## config.mk

```make
export PLATFORM = sky130hd
export DESIGN_NAME = tile_mac_engine
export DESIGN_NICKNAME = d
export VERILOG_FILES = /design/src/rtl/tile_pkg.sv /design/src/rtl/tile_mac_unit.sv /design/src/rtl/tile_mac_engine.sv
export SDC_FILE = /design/constraint.sdc
export NUM_CORES = 1
export LEC_CHECK = 0
export BUFFER_PORTS_ARGS = -buffer_cell sky130_fd_sc_hd__buf_2
export CORE_MARGIN = 3
export CORE_UTILIZATION = 40
export DETAILED_ROUTE_END_ITERATION = 6
export PLACE_DENSITY = 0.64
export SYNTH_ARGS = -nofsm -noshare
export SYNTH_HDL_FRONTEND = slang
export SYNTH_SLANG_ARGS = --single-unit
```

## constraint.sdc

```tcl
create_clock -name clk -period 6.2 [get_ports clk]
set_input_delay 0.62 -clock clk [delete_from_list [all_inputs] [get_ports clk]]
set_output_delay 0.62 -clock clk [all_outputs]
set_load 0.005 [all_outputs]
```

## src/rtl/tile_pkg.sv

```systemverilog
// Shared types for the tile MAC engine: operation codes, FSM states and the
// accumulator-to-output range classification used for saturation and overflow.
package tile_pkg;

  typedef enum logic [1:0] {
    OP_MUL = 2'd0,
    OP_ADD = 2'd1,
    OP_SUB = 2'd2,
    OP_HAD = 2'd3
  } op_e;

  typedef enum logic [2:0] {
    ST_IDLE,
    ST_RUN,
    ST_DRAIN,
    ST_WRITE,
    ST_DONE
  } state_e;

  typedef enum logic [1:0] {
    RNG_IN,
    RNG_ABOVE,
    RNG_BELOW
  } range_e;

  // Classifies acc against the signed data_w range; anything but RNG_IN is an
  // overflow, and the caller clamps or truncates depending on sat_mode.
  function automatic range_e sat_conv(input longint acc, input int data_w);
    longint hi;
    longint lo;
    hi = (longint'(1) <<< (data_w - 1)) - 1;
    lo = -hi - 1;
    if (acc > hi) return RNG_ABOVE;
    if (acc < lo) return RNG_BELOW;
    return RNG_IN;
  endfunction

endpackage

```

## src/rtl/tile_mac_unit.sv

```systemverilog
// Datapath of the tile engine: operand-valid pipeline flag, multiply/add/sub,
// the wide accumulator, output conversion and the sticky overflow flag.
module tile_mac_unit
  import tile_pkg::*;
#(
  parameter int DATA_W = 8,
  parameter int ACC_W  = 24
) (
  input  logic              clk,
  input  logic              rst_n,
  input  logic              issue,
  input  logic              clear,
  input  logic              abort,
  input  logic              wr_en,
  input  logic              ovf_clear,
  input  op_e               op,
  input  logic              sat,
  input  logic [DATA_W-1:0] a_dout,
  input  logic [DATA_W-1:0] b_dout,
  output logic [DATA_W-1:0] c_dout,
  output logic              ovf
);

  logic                     valid_q, valid_d;
  logic signed [ACC_W-1:0]  acc_q, acc_d;
  logic                     ovf_q, ovf_d;

  logic signed [DATA_W-1:0]   a_s, b_s;
  logic signed [2*DATA_W-1:0] prod;
  logic signed [ACC_W-1:0]    a_x, b_x, prod_x;
  range_e                     range;

  assign a_s    = a_dout;
  assign b_s    = b_dout;
  assign prod   = a_s * b_s;
  assign a_x    = {{(ACC_W-DATA_W){a_s[DATA_W-1]}}, a_s};
  assign b_x    = {{(ACC_W-DATA_W){b_s[DATA_W-1]}}, b_s};
  assign prod_x = {{(ACC_W-2*DATA_W){prod[2*DATA_W-1]}}, prod};
  assign range  = sat_conv(longint'(acc_q), DATA_W);

  always_comb begin
    valid_d = issue;
    acc_d   = acc_q;
    ovf_d   = ovf_q;
    if (valid_q) begin
      case (op)
        OP_ADD:  acc_d = a_x + b_x;
        OP_SUB:  acc_d = a_x - b_x;
        default: acc_d = acc_q + prod_x;
      endcase
    end
    if (clear) acc_d = '0;
    if (ovf_clear) ovf_d = 1'b0;
    else if (wr_en && range != RNG_IN) ovf_d = 1'b1;
    if (abort) begin
      valid_d = 1'b0;
      acc_d   = '0;
    end
  end

  always_comb begin
    c_dout = acc_q[DATA_W-1:0];
    if (sat && range == RNG_ABOVE) c_dout = {1'b0, {(DATA_W-1){1'b1}}};
    if (sat && range == RNG_BELOW) c_dout = {1'b1, {(DATA_W-1){1'b0}}};
  end

  always_ff @(posedge clk or negedge rst_n) begin
    if (!rst_n) begin
      valid_q <= 1'b0;
      acc_q   <= '0;
      ovf_q   <= 1'b0;
    end else begin
      valid_q <= valid_d;
      acc_q   <= acc_d;
      ovf_q   <= ovf_d;
    end
  end

  assign ovf = ovf_q;

endmodule

```

## src/rtl/tile_mac_engine.sv

```systemverilog
// Tile MAC engine top: job FSM, i/j/k counters and SRAM address generation;
// arithmetic lives in tile_mac_unit.
module tile_mac_engine
  import tile_pkg::*;
#(
  parameter int DATA_W = 8,
  parameter int ACC_W  = 24,
  parameter int TILE   = 4,
  parameter int KMAX   = 16,
  parameter int ADDR_W = 10
) (
  input  logic                       clk,
  input  logic                       rst_n,
  input  logic                       start,
  input  logic                       abort,
  input  logic [1:0]                 op,
  input  logic                       sat_mode,
  input  logic [$clog2(KMAX+1)-1:0]  k_len,
  input  logic [ADDR_W-1:0]          a_base,
  input  logic [ADDR_W-1:0]          b_base,
  input  logic [ADDR_W-1:0]          c_base,
  input  logic [ADDR_W-1:0]          stride,
  output logic [ADDR_W-1:0]          sram_a_addr,
  output logic [ADDR_W-1:0]          sram_b_addr,
  output logic                       sram_a_re,
  output logic                       sram_b_re,
  input  logic [DATA_W-1:0]          sram_a_dout,
  input  logic [DATA_W-1:0]          sram_b_dout,
  output logic [ADDR_W-1:0]          sram_c_addr,
  output logic                       sram_c_we,
  output logic [DATA_W-1:0]          sram_c_din,
  output logic                       busy,
  output logic                       done,
  output logic                       ovf
);

  localparam int KW   = $clog2(KMAX + 1);
  localparam int IJ_W = (TILE > 1) ? $clog2(TILE) : 1;

  state_e              state_q, state_d;
  op_e                 op_q, op_d;
  logic                sat_q, sat_d;
  logic [KW-1:0]       klen_q, klen_d;
  logic [ADDR_W-1:0]   a_base_q, a_base_d, b_base_q, b_base_d;
  logic [ADDR_W-1:0]   c_base_q, c_base_d, stride_q, stride_d;
  logic [IJ_W-1:0]     i_q, i_d, j_q, j_d;
  logic [KW-1:0]       k_q, k_d;

  logic                mac_clear, ovf_clear, wr_en;
  logic [KW-1:0]       k_eff;
  logic [DATA_W-1:0]   c_dout;
  logic [ADDR_W-1:0]   i_ext, j_ext, k_ext, row_i, row_k;

  assign k_eff = (op_q == OP_MUL) ? klen_q : KW'(1);

  always_comb begin
    state_d   = state_q;
    op_d      = op_q;
    sat_d     = sat_q;
    klen_d    = klen_q;
    a_base_d  = a_base_q;
    b_base_d  = b_base_q;
    c_base_d  = c_base_q;
    stride_d  = stride_q;
    i_d       = i_q;
    j_d       = j_q;
    k_d       = k_q;
    mac_clear = 1'b0;
    ovf_clear = 1'b0;
    wr_en     = 1'b0;
    case (state_q)
      ST_IDLE: begin
        if (start) begin
          op_d      = op_e'(op);
          sat_d     = sat_mode;
          klen_d    = k_len;
          a_base_d  = a_base;
          b_base_d  = b_base;
          c_base_d  = c_base;
          stride_d  = stride;
          i_d       = '0;
          j_d       = '0;
          k_d       = '0;
          mac_clear = 1'b1;
          ovf_clear = 1'b1;
          // An invalid MUL depth skips straight to completion without touching SRAM.
          if (op_e'(op) == OP_MUL && (k_len == '0 || int'(k_len) > KMAX)) state_d = ST_DONE;
          else state_d = ST_RUN;
        end
      end
      ST_RUN: begin
        k_d = k_q + KW'(1);
        if (k_q == k_eff - KW'(1)) begin
          k_d     = '0;
          state_d = ST_DRAIN;
        end
      end
      ST_DRAIN: state_d = ST_WRITE;
      ST_WRITE: begin
        wr_en     = 1'b1;
        mac_clear = 1'b1;
        state_d   = ST_RUN;
        if (j_q == IJ_W'(TILE - 1)) begin
          j_d = '0;
          if (i_q == IJ_W'(TILE - 1)) state_d = ST_DONE;
          else i_d = i_q + IJ_W'(1);
        end else begin
          j_d = j_q + IJ_W'(1);
        end
      end
      ST_DONE: state_d = ST_IDLE;
      default: state_d = ST_IDLE;
    endcase
    if (abort) begin
      state_d   = ST_IDLE;
      mac_clear = 1'b1;
      ovf_clear = 1'b0;
      wr_en     = 1'b0;
    end
  end

  always_ff @(posedge clk or negedge rst_n) begin
    if (!rst_n) begin
      state_q  <= ST_IDLE;
      op_q     <= OP_MUL;
      sat_q    <= 1'b0;
      klen_q   <= '0;
      a_base_q <= '0;
      b_base_q <= '0;
      c_base_q <= '0;
      stride_q <= '0;
      i_q      <= '0;
      j_q      <= '0;
      k_q      <= '0;
    end else begin
      state_q  <= state_d;
      op_q     <= op_d;
      sat_q    <= sat_d;
      klen_q   <= klen_d;
      a_base_q <= a_base_d;
      b_base_q <= b_base_d;
      c_base_q <= c_base_d;
      stride_q <= stride_d;
      i_q      <= i_d;
      j_q      <= j_d;
      k_q      <= k_d;
    end
  end

  // Address products are taken at ADDR_W bits so every address wraps naturally.
  assign i_ext = ADDR_W'(i_q);
  assign j_ext = ADDR_W'(j_q);
  assign k_ext = ADDR_W'(k_q);
  assign row_i = i_ext * stride_q;
  assign row_k = k_ext * stride_q;

  always_comb begin
    sram_a_re   = 1'b0;
    sram_b_re   = 1'b0;
    sram_a_addr = '0;
    sram_b_addr = '0;
    sram_c_we   = 1'b0;
    sram_c_addr = '0;
    sram_c_din  = '0;
    if (state_q == ST_RUN) begin
      sram_a_re = 1'b1;
      sram_b_re = 1'b1;
      if (op_q == OP_MUL) begin
        sram_a_addr = a_base_q + row_i + k_ext;
        sram_b_addr = b_base_q + row_k + j_ext;
      end else begin
        sram_a_addr = a_base_q + row_i + j_ext;
        sram_b_addr = b_base_q + row_i + j_ext;
      end
    end
    if (state_q == ST_WRITE) begin
      sram_c_we   = 1'b1;
      sram_c_addr = c_base_q + row_i + j_ext;
      sram_c_din  = c_dout;
    end
  end

  assign busy = (state_q == ST_RUN) || (state_q == ST_DRAIN) || (state_q == ST_WRITE);
  assign done = (state_q == ST_DONE);

  tile_mac_unit #(
    .DATA_W(DATA_W),
    .ACC_W (ACC_W)
  ) u_mac (
    .clk      (clk),
    .rst_n    (rst_n),
    .issue    (sram_a_re),
    .clear    (mac_clear),
    .abort    (abort),
    .wr_en    (wr_en),
    .ovf_clear(ovf_clear),
    .op       (op_q),
    .sat      (sat_q),
    .a_dout   (sram_a_dout),
    .b_dout   (sram_b_dout),
    .c_dout   (c_dout),
    .ovf      (ovf)
  );

endmodule

```

## After elaboration in Yosys (flattened, before gate mapping)

Index checks and enable logic that the tools add are counted.

- Register bits after elaboration: 86
- Latch bits: 0
- Bits in writable memories: 0
- Bits in read-only memories: 0
- Input port bits: 68
- Output and inout port bits: 44
- Word-level logic and storage cells: 120
- Memories kept: 0

- Add/subtract/negate cells: 16
- Multipliers: 3
- Div/mod/pow operators: 0
- $lt $le $gt $ge: 3
- Equality and inequality tests: 16
- Shift-type cells: 0
- Muxes and demuxes: 47
- Bitwise operators: 0
- Reductions and logical operators: 21

Operators with widths:

| cell | count |
|---|---|
| two-way mux 24 bit | 3 |
| two-way mux 10 bit | 5 |
| one-hot mux 24 bit (2 select lines) | 1 |
| adder 10 bit | 4 |
| adder 10 x 2 -> 10 bit | 4 |
| adder 24 x 16 -> 24 bit | 1 |
| greater-than comparator 24 x 8 -> 1 bit, second input constant | 1 |
| < comparator 24 x 8 -> 1 bit, second input constant | 1 |
| two-way mux 8 bit | 3 |
| two-way mux 3 bit | 6 |
| multiplier 8 x 8 -> 16 bit | 1 |
| two-way mux 2 bit | 8 |
| two-way mux 5 bit | 3 |
| two-way mux 1 bit | 13 |
| one-hot mux 3 bit (4 select lines) | 1 |
| adder 10 x 5 -> 10 bit | 1 |
| multiplier 2 x 10 -> 10 bit | 1 |
| multiplier 5 x 10 -> 10 bit | 1 |
| one-hot mux 5 bit (2 select lines) | 1 |
| adder 8 x 8 -> 9 bit | 1 |
| subtractor 8 x 8 -> 9 bit | 1 |
| == test 2 bit, second input constant | 4 |
| one-hot mux 2 bit (2 select lines) | 2 |
| AND reduction 2 bit | 4 |
| 20 further kinds | 35 |

## Longest topological paths before layout

- Depth after elaboration: 10
- Gate-level depth with buffers: 20
- Gate-level depth less buffers: 20

## By module

A second synthesis with hierarchy kept.

- Cells, all modules: 1337
- Area, all modules: 12472.0 um2

Modules (own cells, without submodules):

| module | times used | cells each | area an instance (um2) | seq. area each (um2) |
|---|---|---|---|---|
| tile_mac_engine | 1 | 684 | 6311.1 | 1501.4 |
| tile_mac_unit | 1 | 653 | 6160.9 | 650.6 |

## Worst setup path after synthesis

Ideal clock, no wire load.

- Path kind: in2reg
- Start: input port sram_a_dout[7]
- End: register u_mac.acc_q[21]
- Library setup time: 132 ps
- Data arrival time: 5935 ps
- Data required time: 6068 ps
- Path slack: 134 ps
- Cell stages on the path: 15
- Buffers on the path: 0
- Cells stage by stage: inv_1 -> nor2_1 -> fa_1 -> fa_1 -> fa_1 -> fa_1 -> ha_1 -> ha_1 -> nand3_1 -> o22ai_2 -> o41ai_2 -> o211a_1 -> o21a_1 -> and3_1 -> or3b_1

- Longest elaborated chain between the ends: 6
- Elaborated cells between the ends (all ways): 8
- Those cells by class: add/sub (3); mul (1); mux (4)

RTL lines:

| what | RTL line | source |
|---|---|---|
| start: declaration | tile_mac_engine.sv:27 | `input logic [DATA_W-1:0] sram_a_dout,` |
| multiplier 8 x 8 -> 16 bit | tile_mac_unit.sv:35 | `assign prod = a_s * b_s;` |
| adder 24 x 16 -> 24 bit | tile_mac_unit.sv:49 | `default: acc_d = acc_q + prod_x;` |
| one-hot mux 24 bit (2 select lines) (*) | tile_mac_unit.sv:46 | `case (op)` |
| two-way mux 24 bit (*) | tile_mac_unit.sv:45 | `if (valid_q) begin` |
| two-way mux 24 bit (*) | tile_mac_unit.sv:52 | `if (clear) acc_d = '0;` |
| two-way mux 24 bit (*) | tile_mac_unit.sv:55 | `if (abort) begin` |
| end signal: assignment | tile_mac_unit.sv:70 | `acc_q <= '0;` |
| end signal: assignment | tile_mac_unit.sv:74 | `acc_q <= acc_d;` |
| end: declaration | tile_mac_unit.sv:25 | `logic signed [ACC_W-1:0] acc_q, acc_d;` |

Every way passes the cells marked *; elsewhere a longest branch is shown, timed or not. The select of a mux whose other input is x is not followed.
A chain may end at the register's enable or synchronous reset.

## Worst setup path after layout

- Start: input port sram_a_dout[7]
- End: register u_mac.acc_q[22]

The elaborated chain is that of the path after synthesis.

==> metrics.txt <==
Hold Path Class=primary input to asynchronous set/reset pin; vias in the first global route=between 10000 and 15000; die width=182 µm; CP startpoint kind=primary input; Final Hold Fails=0; Main synth FF type=dfrtp_1; total leakage power=7.02 nW; EDFF count, synth=0; fin crit period=5.46 ns; post-CTS setup buffer count=0; Crit path arrival time=approximately 5.8 ns; share of the clock period used by the worst path=0.880; setup TNS=0 ns; synthesized flop and latch total=86; # IOs=112; final number of setup-violating endpoints=0; antenna violations before repair=0; Setup Skew=0.00681 ns; row count=63; syn_area_per_cell=8.65 µm²; run status=completed; area growth from synthesis to layout=10.4%; top cells by area, synth=fa_1 23%, dfrtp_1 17%, ha_1 15%; Critical Path Sink Type=register; Vert. Die Dim=182 µm; wire per inst=about 18 µm; sequential fraction of the synthesis area=0.175; FFs w/ async S/R, synth=1.00; Slew Limit Fails=0; CTS tree=yes; via count=10200; required time of the critical path=6.49 ns; Routed Wire Length=33500 µm; Sink Count=86; Final ANT Viol Nets=0; number of buffers added on ports=111; achievable frequency=around 180 MHz; Mapped Cells=1424; Yosys top cell by area=fa_1; CTS resizes=0; register-to-register setup slack=0.99 ns; fraction of layout cells with a size suffix above 1=0.102; Crit Path Category=primary input to register; Nets=1871; worst-margin pin slew=0.964 ns; Yosys warnings=0; clk buf depth=2; Core Box Area=30000 µm²; Vias per Instance=5.34; Net Count, Synth=1778; pwr/cell area=458 nW/µm²; root buf cell=clkbuf_16; # Max-Cap Violations=0; Placer Congestion=0.903; pin count of the biggest net entering global routing=63; total power=0.00623 W; H-tree levels=3; RSZ-0062 raised after global routing=false; synthesized cell area=12300 µm²; clk_lat worst skew=0.35 ns; placed cell area=13300 µm²; DR pass1 iterations=6; GRT Total Usage=0.210; CP max FO=6; fill count=around 3000; Num CTS Buffers=9; Clk pin slew, worst setup/hold paths=0.07 ns; # diodes=0; post-route cell area=13600 µm²; initial DRC count=722; first-pass GRT wire length=56200 µm; Peak supply drop=0.226 mV; Yosys cell types=72; die area=33000 µm²; gr ovfl total=0; # hold bufs at CTS=0; Initial Util=0.410; slew margin rel.=0.357; # DRC=0; top cell type's share of synthesized area=0.227; Layout Utilization=0.453; DP Wirelength=26800 µm
registers in the layout (all words and copies together), names as in the netlist, 3 cells and up:
signal,flops
a_base_q,10
b_base_q,10
c_base_q,10
k_q,5
klen_q,5
state_q,3
stride_q,10
u_mac.acc_q,24
routing by layer:
layer / part of all wire / up-vias / wire (µm) / GRT usage
li1: - / 4858 / - / -
met1: 0.45 / 4961 / 15000 / 0.293
met2: 0.47 / 334 / 15600 / 0.344
met3: 0.060 / 50 / 2000 / 0.0258
met4: 0.026 / 0 / 873 / 0.0609
met5: 0 / - / 0 / 0
synth_stat cells (12+ instances only):
library cell,number
a21o_1,16
a21oi_1,66
clkbuf_1,35
dfrtp_1,86
nand3_1,21
o21a_1,12
nor2_1,87
nor3_1,20
nand2_1,247
o21ai_0,58
xor2_1,26
ha_1,146
xnor2_1,52
fa_1,140
inv_1,176
nand2b_1,13
and2_1,61
cell usage in the layout (no fill, tap or decap), types with 26 or more instances in the layout:
cell	synthesis	routed
inv_1	176	176
xnor2_1	52	52
o21ai_0	58	58
fa_1	140	140
a21oi_1	66	66
and2_1	61	61
nor2_1	87	86
xor2_1	26	26
dfrtp_1	86	86
buf_2	5	110
ha_1	146	146
nand2_1	247	247
cell type report:
cell class / count / area (µm²) / area share
Multi-Input combinational cell: 1117 / 9330 / 0.686
Sequential cell: 86 / 2150 / 0.158
Timing Repair Buffer: 126 / 671 / 0.0493
Inverter: 177 / 667 / 0.0490
Tap cell: 390 / 488 / 0.0359
Clock buffer: 11 / 233 / 0.0171
Clock inverter: 5 / 58.8 / 0.00432
final timing paths:
kind,startpoint,endpoint,depth (start not counted)
worst max-delay path,sram_a_dout[7],u_mac.acc_q[22],18
worst min-delay path,rst_n,stride_q[5],1
worst max register to register,u_mac.acc_q[4],u_mac.acc_q[22],19
worst min register to register,c_base_q[3],c_base_q[3],2
max in group asynchronous,rst_n,i_q[0],2
min in group clk,stride[5],stride_q[5],3
through the flow:
stage                     hold WS [ns]  setup slack [ns]  cells
final                            0.184             0.743   1912
after global routing             0.208             0.354   1912
after CTS                        0.196             0.740   1912
after detailed placement         0.474             0.390   1896
after global placement           0.472             0.470   1896
after floorplan                  0.324             0.134   1424
cells by family (layout without fill, tap and decap cells):
family | count (synthesis) | after routing | share of synthesized area
AND/OR/NAND/NOR | 506 | 506 | 0.191
adder cells (fa/ha/maj) | 286 | 286 | 0.376
AO/OA/AOI/OAI | 236 | 236 | 0.125
buffers and inverters | 221 | 319 | 0.0689
flip-flops | 86 | 86 | 0.175
XOR/XNOR | 79 | 79 | 0.0573
multiplexers | 10 | 10 | 0.00822
power by group:
| group | internal, W | leakage [nW] | switching [W] |
|---|---|---|---|
| combinational | 0.00192 | 5.77 | 0.00272 |
| sequential | 0.000752 | 1.11 | 0.000274 |
| clock | 0.000314 | 0.136 | 0.000248 |
worst max-delay path, stage by stage:
cell      delay (ns)
buf_2           0.14
inv_1           0.17
nor2_1          0.09
fa_1            0.61
inv_1           0.15
fa_1            0.56
inv_1           0.07
fa_1            0.50
fa_1            0.50
ha_1            0.31
ha_1            0.37
nand4_1         0.15
a211oi_1        0.53
o21ai_0         0.24
and2_1          0.20
a21oi_1         0.16
mux2i_1         0.22
a22o_1          0.14
(Power assumes the default switching activity.)
